==> config.mk <==
export PLATFORM = sky130hd
export DESIGN_NAME = stopwatch_bcd_counter
export DESIGN_NICKNAME = d
export VERILOG_FILES = /design/src/rtl/stopwatch_bcd_counter_pkg.sv /design/src/rtl/stopwatch_bcd_counter_digit.sv /design/src/rtl/stopwatch_bcd_counter.sv
export SDC_FILE = /design/constraint.sdc
export NUM_CORES = 1
export LEC_CHECK = 0
export BUFFER_PORTS_ARGS = -buffer_cell sky130_fd_sc_hd__buf_4
export CAP_MARGIN = 0
export CORE_UTILIZATION = 58
export DETAILED_ROUTE_END_ITERATION = 8
export PLACE_DENSITY = 0.84
export SETUP_SLACK_MARGIN = 0.3
export SLEW_MARGIN = 40
export SYNTH_ARGS = -nofsm -noshare
export SYNTH_HDL_FRONTEND = slang
export SYNTH_HIERARCHICAL = 1
export SYNTH_SLANG_ARGS = --single-unit
==> constraint.sdc <==
create_clock -name CLOCK_50_I -period 3.9 [get_ports CLOCK_50_I]
set_input_delay 0.78 -clock CLOCK_50_I [delete_from_list [all_inputs] [get_ports CLOCK_50_I]]
set_output_delay 0.78 -clock CLOCK_50_I [all_outputs]
set_load 0.05 [all_outputs]
==> src/rtl/stopwatch_bcd_counter_pkg.sv <==
// Shared types and digit limits for the stopwatch BCD counter.
package stopwatch_pkg;

  typedef enum logic [1:0] {
    S_IDLE = 2'd0,
    S_RUN  = 2'd1,
    S_LAP  = 2'd2
  } stopwatch_state_t;

  typedef logic [3:0] bcd_digit_t;

  localparam bcd_digit_t UNITS_MAX     = 4'd9;
  localparam bcd_digit_t TENS_MAX      = 4'd5;
  localparam bcd_digit_t HOUR_TENS_MAX = 4'd2;

endpackage

==> src/rtl/stopwatch_bcd_counter_digit.sv <==
// Single BCD digit with wrap at MAX; an illegal value (>MAX) wraps to 0 on the next increment.
module bcd_digit_counter
  import stopwatch_pkg::*;
#(
  parameter bcd_digit_t MAX = UNITS_MAX
) (
  input  logic       clk,
  input  logic       rst,
  input  logic       enable,
  input  logic       clear,
  output bcd_digit_t value,
  output bcd_digit_t value_next,
  output logic       carry
);

  always_comb begin
    carry      = enable && (value >= MAX);
    value_next = value;
    if (clear) begin
      value_next = '0;
    end else if (enable) begin
      value_next = (value >= MAX) ? bcd_digit_t'(0) : value + 4'd1;
    end
  end

  always_ff @(posedge clk or posedge rst) begin
    if (rst) value <= '0;
    else     value <= value_next;
  end

endmodule

==> src/rtl/stopwatch_bcd_counter.sv <==
// BCD hh:mm:ss stopwatch driven by a 1 Hz tick, with start/stop, lap freeze and clear.
module stopwatch_bcd_counter
  import stopwatch_pkg::*;
#(
  parameter int unsigned HOUR_WRAP = 24
) (
  input  logic       CLOCK_50_I,
  input  logic       RESET_I,
  input  logic       TICK_I,
  input  logic       START_STOP_I,
  input  logic       LAP_I,
  input  logic       CLEAR_I,
  output logic [7:0] SEC_BCD_O,
  output logic [7:0] MIN_BCD_O,
  output logic [7:0] HOUR_BCD_O,
  output logic       RUNNING_O,
  output logic       LAP_O,
  output logic       ROLLOVER_O
);

  localparam bcd_digit_t WRAP_TENS  = bcd_digit_t'((HOUR_WRAP - 1) / 10);
  localparam bcd_digit_t WRAP_UNITS = bcd_digit_t'((HOUR_WRAP - 1) % 10);

  stopwatch_state_t state, state_next;
  logic             snap_load;
  logic             count_en;
  logic             su_carry, st_carry, mu_carry, mt_carry;
  bcd_digit_t       su, st, mu, mt, su_n, st_n, mu_n, mt_n;
  bcd_digit_t       h_tens, h_units, h_tens_n, h_units_n;
  logic             hour_wrap;
  logic [23:0]      snapshot;
  logic [23:0]      live;
  logic [23:0]      live_next;

  always_comb begin
    state_next = state;
    snap_load  = 1'b0;
    if (CLEAR_I) begin
      state_next = S_IDLE;
    end else if (START_STOP_I) begin
      state_next = (state == S_IDLE) ? S_RUN : S_IDLE;
    end else if (LAP_I) begin
      case (state)
        S_RUN: begin
          state_next = S_LAP;
          snap_load  = 1'b1;
        end
        S_LAP:   state_next = S_RUN;
        default: state_next = state;
      endcase
    end
  end

  always_ff @(posedge CLOCK_50_I or posedge RESET_I) begin
    if (RESET_I) state <= S_IDLE;
    else         state <= state_next;
  end

  // Uses the pre-edge state, so a stopping tick counts and a starting tick does not.
  assign count_en = TICK_I && (state != S_IDLE) && !CLEAR_I;

  bcd_digit_counter #(.MAX(UNITS_MAX)) u_sec_units (
    .clk(CLOCK_50_I), .rst(RESET_I), .enable(count_en), .clear(CLEAR_I),
    .value(su), .value_next(su_n), .carry(su_carry));
  bcd_digit_counter #(.MAX(TENS_MAX)) u_sec_tens (
    .clk(CLOCK_50_I), .rst(RESET_I), .enable(su_carry), .clear(CLEAR_I),
    .value(st), .value_next(st_n), .carry(st_carry));
  bcd_digit_counter #(.MAX(UNITS_MAX)) u_min_units (
    .clk(CLOCK_50_I), .rst(RESET_I), .enable(st_carry), .clear(CLEAR_I),
    .value(mu), .value_next(mu_n), .carry(mu_carry));
  bcd_digit_counter #(.MAX(TENS_MAX)) u_min_tens (
    .clk(CLOCK_50_I), .rst(RESET_I), .enable(mu_carry), .clear(CLEAR_I),
    .value(mt), .value_next(mt_n), .carry(mt_carry));

  always_comb begin
    hour_wrap = mt_carry && (h_tens == WRAP_TENS) && (h_units == WRAP_UNITS);
    h_tens_n  = h_tens;
    h_units_n = h_units;
    if (CLEAR_I || hour_wrap) begin
      h_tens_n  = '0;
      h_units_n = '0;
    end else if (mt_carry) begin
      if (h_units >= UNITS_MAX) begin
        h_units_n = '0;
        h_tens_n  = (h_tens >= HOUR_TENS_MAX) ? bcd_digit_t'(0) : h_tens + 4'd1;
      end else begin
        h_units_n = h_units + 4'd1;
      end
    end
  end

  assign live      = {h_tens, h_units, mt, mu, st, su};
  assign live_next = {h_tens_n, h_units_n, mt_n, mu_n, st_n, su_n};

  always_ff @(posedge CLOCK_50_I or posedge RESET_I) begin
    if (RESET_I) begin
      h_tens     <= '0;
      h_units    <= '0;
      snapshot   <= '0;
      ROLLOVER_O <= 1'b0;
    end else begin
      h_tens     <= h_tens_n;
      h_units    <= h_units_n;
      ROLLOVER_O <= hour_wrap;
      if (CLEAR_I)        snapshot <= '0;
      else if (snap_load) snapshot <= live_next;
    end
  end

  assign RUNNING_O = (state == S_RUN) || (state == S_LAP);
  assign LAP_O     = (state == S_LAP);
  assign {HOUR_BCD_O, MIN_BCD_O, SEC_BCD_O} = LAP_O ? snapshot : live;

endmodule

======== Word level (Yosys, flattened, before mapping) ========
Index checks and enable logic that the tools add are counted.
word-level totals
  memory bits (read-only) ................. 0
  flip-flop bits (word level) ............. 51
  memory bits (writable) .................. 0
  logic and storage cells ................. 73
  memories kept ........................... 0
  bits of input ports ..................... 6
  bits in latches ......................... 0
operators by class
  bitwise gates (word level) .............. 0
  add/subtract/negate cells ............... 6
  divide/modulo/power cells ............... 0
  multipliers ............................. 0
  equal/unequal tests ..................... 4
  shift operators ......................... 0
  reduce and logical (&&, ||, !) cells .... 17
  order comparisons ....................... 6
  multiplexer cells ....................... 31
operator list
  operator                                                                             count
  4-bit two-way mux                                                                    19
  24-bit two-way mux                                                                   3
  4-bit by 1-bit adder with 4-bit output, second input constant                        6
  4-bit greater-or-equal comparator, second input constant                             3
  4-bit by 2-bit == test with 1-bit output, second input constant                      2
  4-bit by 3-bit greater-or-equal comparator with 1-bit output, second input constant  2
  1-bit logical AND                                                                    8
  2-bit two-way mux                                                                    3
  1-bit two-way mux                                                                    5
  4-bit by 2-bit greater-or-equal comparator with 1-bit output, second input constant  1
  2-bit one-hot mux with 2 select lines                                                1
  2-bit nonzero test                                                                   2
  4-bit nonzero test                                                                   1
  3-bit nonzero test                                                                   1
  2-bit by 1-bit == test with 1-bit output, second input constant                      1
  2-bit == test, second input constant                                                 1
  2-bit logical NOT                                                                    1
  1-bit logical OR                                                                     2
  2-bit AND reduction                                                                  1
  1-bit logical NOT                                                                    1

======== Logic depth before layout (Yosys ltp) ========
  word-level depth ........................ 13
  gate-level depth with buffers ........... 14

======== Hierarchy ========
The synthesis kept the hierarchy.
by module, submodules not included
  module                               cells an instance  instances  area an instance (um^2)
  stopwatch_bcd_counter                205                1          1914.3
  bcd_digit_counter (u_min_tens ...)   26                 2          274.0
  bcd_digit_counter (u_min_units ...)  23                 2          235.2

======== Worst setup path after synthesis ========
OpenSTA, ideal clock, no wires.
  kind .................................... input to register
  start ................................... input CLEAR_I
  end ..................................... register snapshot[23]
  stages .................................. 13
  setup slack ............................. 0.172 ns
  path buffers ............................ 5
  data arrival time ....................... 3.603 ns
  cells stage by stage .................... clkbuf_1 nor3b_1 and3_2 buf_6 nor2b_1 and3_2 buf_6 nor2b_1 clkbuf_1 and3_4 buf_6 nor3_1 mux2_2
between the ends
  cells in the longest elaborated chain, start to end .. 12
  elaborated cells between the ends (all ways) .. 15
  classes of those cells .................. 5 x mux; 10 x reduce/logical
RTL lines
  item                             line                               source
  start: declaration               stopwatch_bcd_counter.sv:12        input logic CLEAR_I,
  1-bit logical NOT *              stopwatch_bcd_counter.sv:60        assign count_en = TICK_I && (state != S_IDLE) && !CLEAR_I;
  1-bit logical AND *              stopwatch_bcd_counter.sv:60
  named net count_en               stopwatch_bcd_counter.sv:26        logic count_en;
  1-bit logical AND *              stopwatch_bcd_counter_digit.sv:17  carry = enable && (value >= MAX);
  named net su_carry               stopwatch_bcd_counter.sv:27        logic su_carry, st_carry, mu_carry, mt_carry;
  1-bit logical AND *              stopwatch_bcd_counter_digit.sv:17
  named net st_carry               stopwatch_bcd_counter.sv:27
  1-bit logical AND *              stopwatch_bcd_counter_digit.sv:17
  named net mu_carry               stopwatch_bcd_counter.sv:27
  1-bit logical AND *              stopwatch_bcd_counter_digit.sv:17
  named net mt_carry               stopwatch_bcd_counter.sv:27
  1-bit logical AND (2 in series)  stopwatch_bcd_counter.sv:76        hour_wrap = mt_carry && (h_tens == WRAP_TENS) && (h_units == WRAP_UNITS);
  1-bit logical OR                 stopwatch_bcd_counter.sv:79        if (CLEAR_I || hour_wrap) begin
  4-bit two-way mux *              stopwatch_bcd_counter.sv:79
  named net h_tens_n[3]            stopwatch_bcd_counter.sv:29        bcd_digit_t h_tens, h_units, h_tens_n, h_units_n;
  24-bit two-way mux *             stopwatch_bcd_counter.sv:106       else if (snap_load) snapshot <= live_next;
  24-bit two-way mux *             stopwatch_bcd_counter.sv:105       if (CLEAR_I) snapshot <= '0;
  end signal: assignment           stopwatch_bcd_counter.sv:106
  end: declaration                 stopwatch_bcd_counter.sv:31        logic [23:0] snapshot;
Mark *: on every way through the listed nets, which the timed path passes. The rest lies on a longest branch. The select of a mux whose other input is x is not followed.
A chain may end at the register's enable or synchronous reset.

======== Worst setup path in the final report ========
  start ................................... register u_sec_units.value[0]
  end ..................................... register snapshot[16]
between the ends
  cells in the longest elaborated chain, start to end .. 11
  elaborated cells between the ends (all ways) .. 12
  classes of those cells .................. 1 x order compare; 4 x mux; 7 x reduce/logical
RTL lines
  item                               line                               source
  start: declaration                 stopwatch_bcd_counter_digit.sv:11  output bcd_digit_t value,
  start signal: assignment           stopwatch_bcd_counter_digit.sv:28  else value <= value_next;
  4-bit greater-or-equal comparator  stopwatch_bcd_counter_digit.sv:17
  1-bit logical AND                  stopwatch_bcd_counter_digit.sv:17
  named net su_carry                 stopwatch_bcd_counter.sv:27
  1-bit logical AND                  stopwatch_bcd_counter_digit.sv:17
  named net st_carry                 stopwatch_bcd_counter.sv:27
  1-bit logical AND                  stopwatch_bcd_counter_digit.sv:17
  named net mu_carry                 stopwatch_bcd_counter.sv:27
  1-bit logical AND                  stopwatch_bcd_counter_digit.sv:17
  named net mt_carry                 stopwatch_bcd_counter.sv:27
  1-bit logical AND (2 in series)    stopwatch_bcd_counter.sv:76
  named net hour_wrap                stopwatch_bcd_counter.sv:30        logic hour_wrap;
  1-bit logical OR                   stopwatch_bcd_counter.sv:79
  4-bit two-way mux                  stopwatch_bcd_counter.sv:79
  24-bit two-way mux                 stopwatch_bcd_counter.sv:106
  24-bit two-way mux                 stopwatch_bcd_counter.sv:105
The timed path passes the listed nets, and every way through them passes these cells. The select of a mux whose other input is x is not followed.

==> impl_metrics.csv <==
group,metric,value,unit
yosys,seq_area_frac_synth,0.435,
grt,grt_pass1_wl,10.0,mm
placed_design,dp_slack,535,ps
yosys,synth-edff-count,0,
route,drtPass1Iterations,4,
final_layout,multi_input_area,1510,µm²
grt,antenna_found_initial,0,
timing,setup_ws,635,ps
grt,overflow,0,
placed_design,dp_cells,393,
yosys,synth_seq_cells,51,
final_layout,nNetsFinal,359,
cts,cts_tree,"built",
yosys,synth.distinct_cells,40,
route,postRouteAntennaNets,0,
cts,holdBufCountCts,0,
grt,track_usage,0.245,
cts,path_clk_slew,90,ps
timing,layout_min_cycle_time,3270,ps
critical_path,cp_num_buf_inv,2,
critical_path,worstPathRequired,4120,ps
critical_path,critPathMaxFanout,11,
yosys,synth_flop_cell,"dfrtp_1",
power,leakagePower,0.00154,µW
placed_design,dpl.hpwl,4.16,mm
floorplanning,core_area,4790,µm²
job,maxCapViolations,0,
timing,timing.fmax,0.306,GHz
timing,skew,6.48,ps
yosys,synth_cells,303,
critical_path,crit_arrival,3490,ps
route,wl_per_cell,14.6,µm
yosys,synth_area_leaders,"dfrtp_1, ha_1, mux2_2",
cts,postCtsSetupBuffers,0,
grt,grt_max_degree,35,
route,via_per_inst,5.51,
yosys,yosysTopAreaCellShare,0.435,
power,vdd_drop_max,0.179,mV
route,routed_wl,5.85,mm
yosys,synth_area_leader_cell,"dfrtp_1",
final_layout,num_antenna_cells,0,
timing,whs,388,ps
placed_design,portBuffers,32,
outcome,status,"completed",
critical_path,crit_chain,"inv_1, ha_1, or3b_1, and3_2, nor2b_1, and3_2, nor2b_1, buf_4, and3b_2, and4b_1, or4_1, a21oi_1",
grt,grt_pass1_vias,2190,
floorplanning,initial_utilization,0.613,
timing,tns,0,ps
yosys,yosysWarnings,6,
yosys,syn_nets,329,
critical_path,critPathLaunchType,"register",
floorplanning,ios,33,
cts,cts.sinks,51,
placed_design,placed_cell_area,3230,µm²
critical_path,timing.critical_path.max_delay_family,"simple AND/OR/NAND/NOR gates",
timing,worstMarginPinSlew,496,ps
yosys,avgSynthCellArea,9.68,µm²
timing,setup_viol,0,
timing,rsz0062_at_grt,"false",
floorplanning,die_width,73.1,µm
min_path,hp-class,"in -> async",
critical_path,slowest_stage,"or4_1",
cts,cts_resized,0,
power,cellPowerDensity,268,nW/µm²
cts,cts_made_buffers,5,
final_layout,design_area,3300,µm²
cts,htree_levels,2,
route,via_count,2198,
floorplanning,die_h,73.1,µm
cts,root_buffer,"clkbuf_8",
final_layout,drive_gt1_frac,0.253,
cts,clock_tree.buffer_depth,2,
timing,hold_viol,0,
floorplanning,rows,25,
timing,period_share,0.837,
yosys,postSynth.asyncResetShare,1.00,
final_layout,seq_area,1280,µm²
floorplanning,die_area,5350,µm²
yosys,netlist_area,2930,µm²
final_layout,instances_no_fill,399,
placed_design,place.gp.congestion,0.844,
timing,slew_headroom,0.669,
final_layout,area_delta_synth_final,12.5,%
timing,slew_viol_final,0,
route,drt_iter0_drc,51,
critical_path,endpoint_kind,"register",
route,drc,0,
final_layout,fillers,397,
critical_path,path_class,"reg -> reg",
critical_path,worst_path_largest_cell_delay,470,ps
cts,clk_latency,300,ps
-- cells in the final DEF (no fill, tap or decap), types with 6 or more instances in the layout --
cell,instances
buf_4,38
a21oi_1,21
xor2_1,6
mux2_2,21
nand2_1,45
ha_1,20
mux2i_1,7
nor2_2,6
nor2_1,23
o21ai_0,10
nand2b_1,7
dfrtp_1,51
inv_1,19
-- kinds of logic (layout without fill, tap and decap cells) --
logic type | count (synthesis) | in the layout | share of synthesized area
buf+inv | 35 | 64 | 0.0525
flops | 51 | 51 | 0.435
fa+ha+maj | 20 | 20 | 0.0853
simple gates | 112 | 112 | 0.190
mux | 28 | 28 | 0.105
xor+xnor | 11 | 11 | 0.0328
compound gates | 46 | 46 | 0.0994
-- cell type report --
| cell class | count | share of cell area |
|---|---|---|
| well taps | 67 | 0.0254 |
| flip-flops and latches | 51 | 0.387 |
| inverters | 20 | 0.0227 |
| multi-input cells | 217 | 0.457 |
| clock buffers | 6 | 0.0220 |
| repair buffers | 38 | 0.0864 |
-- cells in the mapped netlist (all sizes together), types with 4 or more instances --
master,n
a21oi,23
a31o,4
and3,4
buf,4
clkbuf,11
dfrtp,51
ha,20
inv,20
mux2,21
mux2i,7
nand2,45
nand2b,7
nand3b,4
nand4,4
nor2,29
o21ai,10
xnor2,5
xor2,6
-- worst reg2reg max path: stages, from the launching register on --
cell	delay, ps
dfrtp_1	460
inv_1	100
ha_1	160
or3b_1	370
and3_2	290
nor2b_1	160
and3_2	260
nor2b_1	160
buf_4	170
and3b_2	210
and4b_1	220
or4_1	470
a21oi_1	160
-- sequential cells by signal, summed over array words and instances (netlist names) --
name               flops
ROLLOVER_O             1
h_tens                 4
h_units                4
snapshot              24
state                  2
u_min_tens/value       4
u_min_units/value      4
u_sec_tens/value       4
u_sec_units/value      4
-- power by group --
| group | switching, µW | leakage [µW] | internal, µW |
|---|---|---|---|
| clock network | 161 | 0.0000371 | 120 |
| registers | 2.29 | 0.000711 | 531 |
| logic | 48.8 | 0.000789 | 22.2 |
-- per-layer routing --
metal	vias to the layer above	track usage	part of all wire
met5	-	0	0
met4	0	0.0741	0.0099
met3	7	0.0428	0.034
met2	39	0.425	0.51
met1	1083	0.311	0.45
li1	1069	-	-
-- path summary, 6_finish.rpt --
| path | startpoint | end | slack (ps) | cells past startpoint |
|---|---|---|---|---|
| hold reg to reg | snapshot[23] | snapshot[23] | 520 | 1 |
| setup reg to reg | u_sec_units/value[0] | snapshot[16] | 630 | 12 |
| min in group CLOCK_50_I | snapshot[23] | snapshot[23] | 520 | 1 |
| setup / recovery | u_sec_units/value[0] | snapshot[16] | 630 | 12 |
| hold / removal | RESET_I | u_sec_tens/value[3] | 390 | 2 |
| max in group asynchronous | RESET_I | snapshot[15] | 2790 | 3 |
-- through the flow --
step	power, µW	util
CTS	894	0.690
detailed placement	615	0.675
global placement	613	0.675
floorplan	593	-
finish	885	0.690
global route	915	0.690
Power figures use the tool's default switching activity.
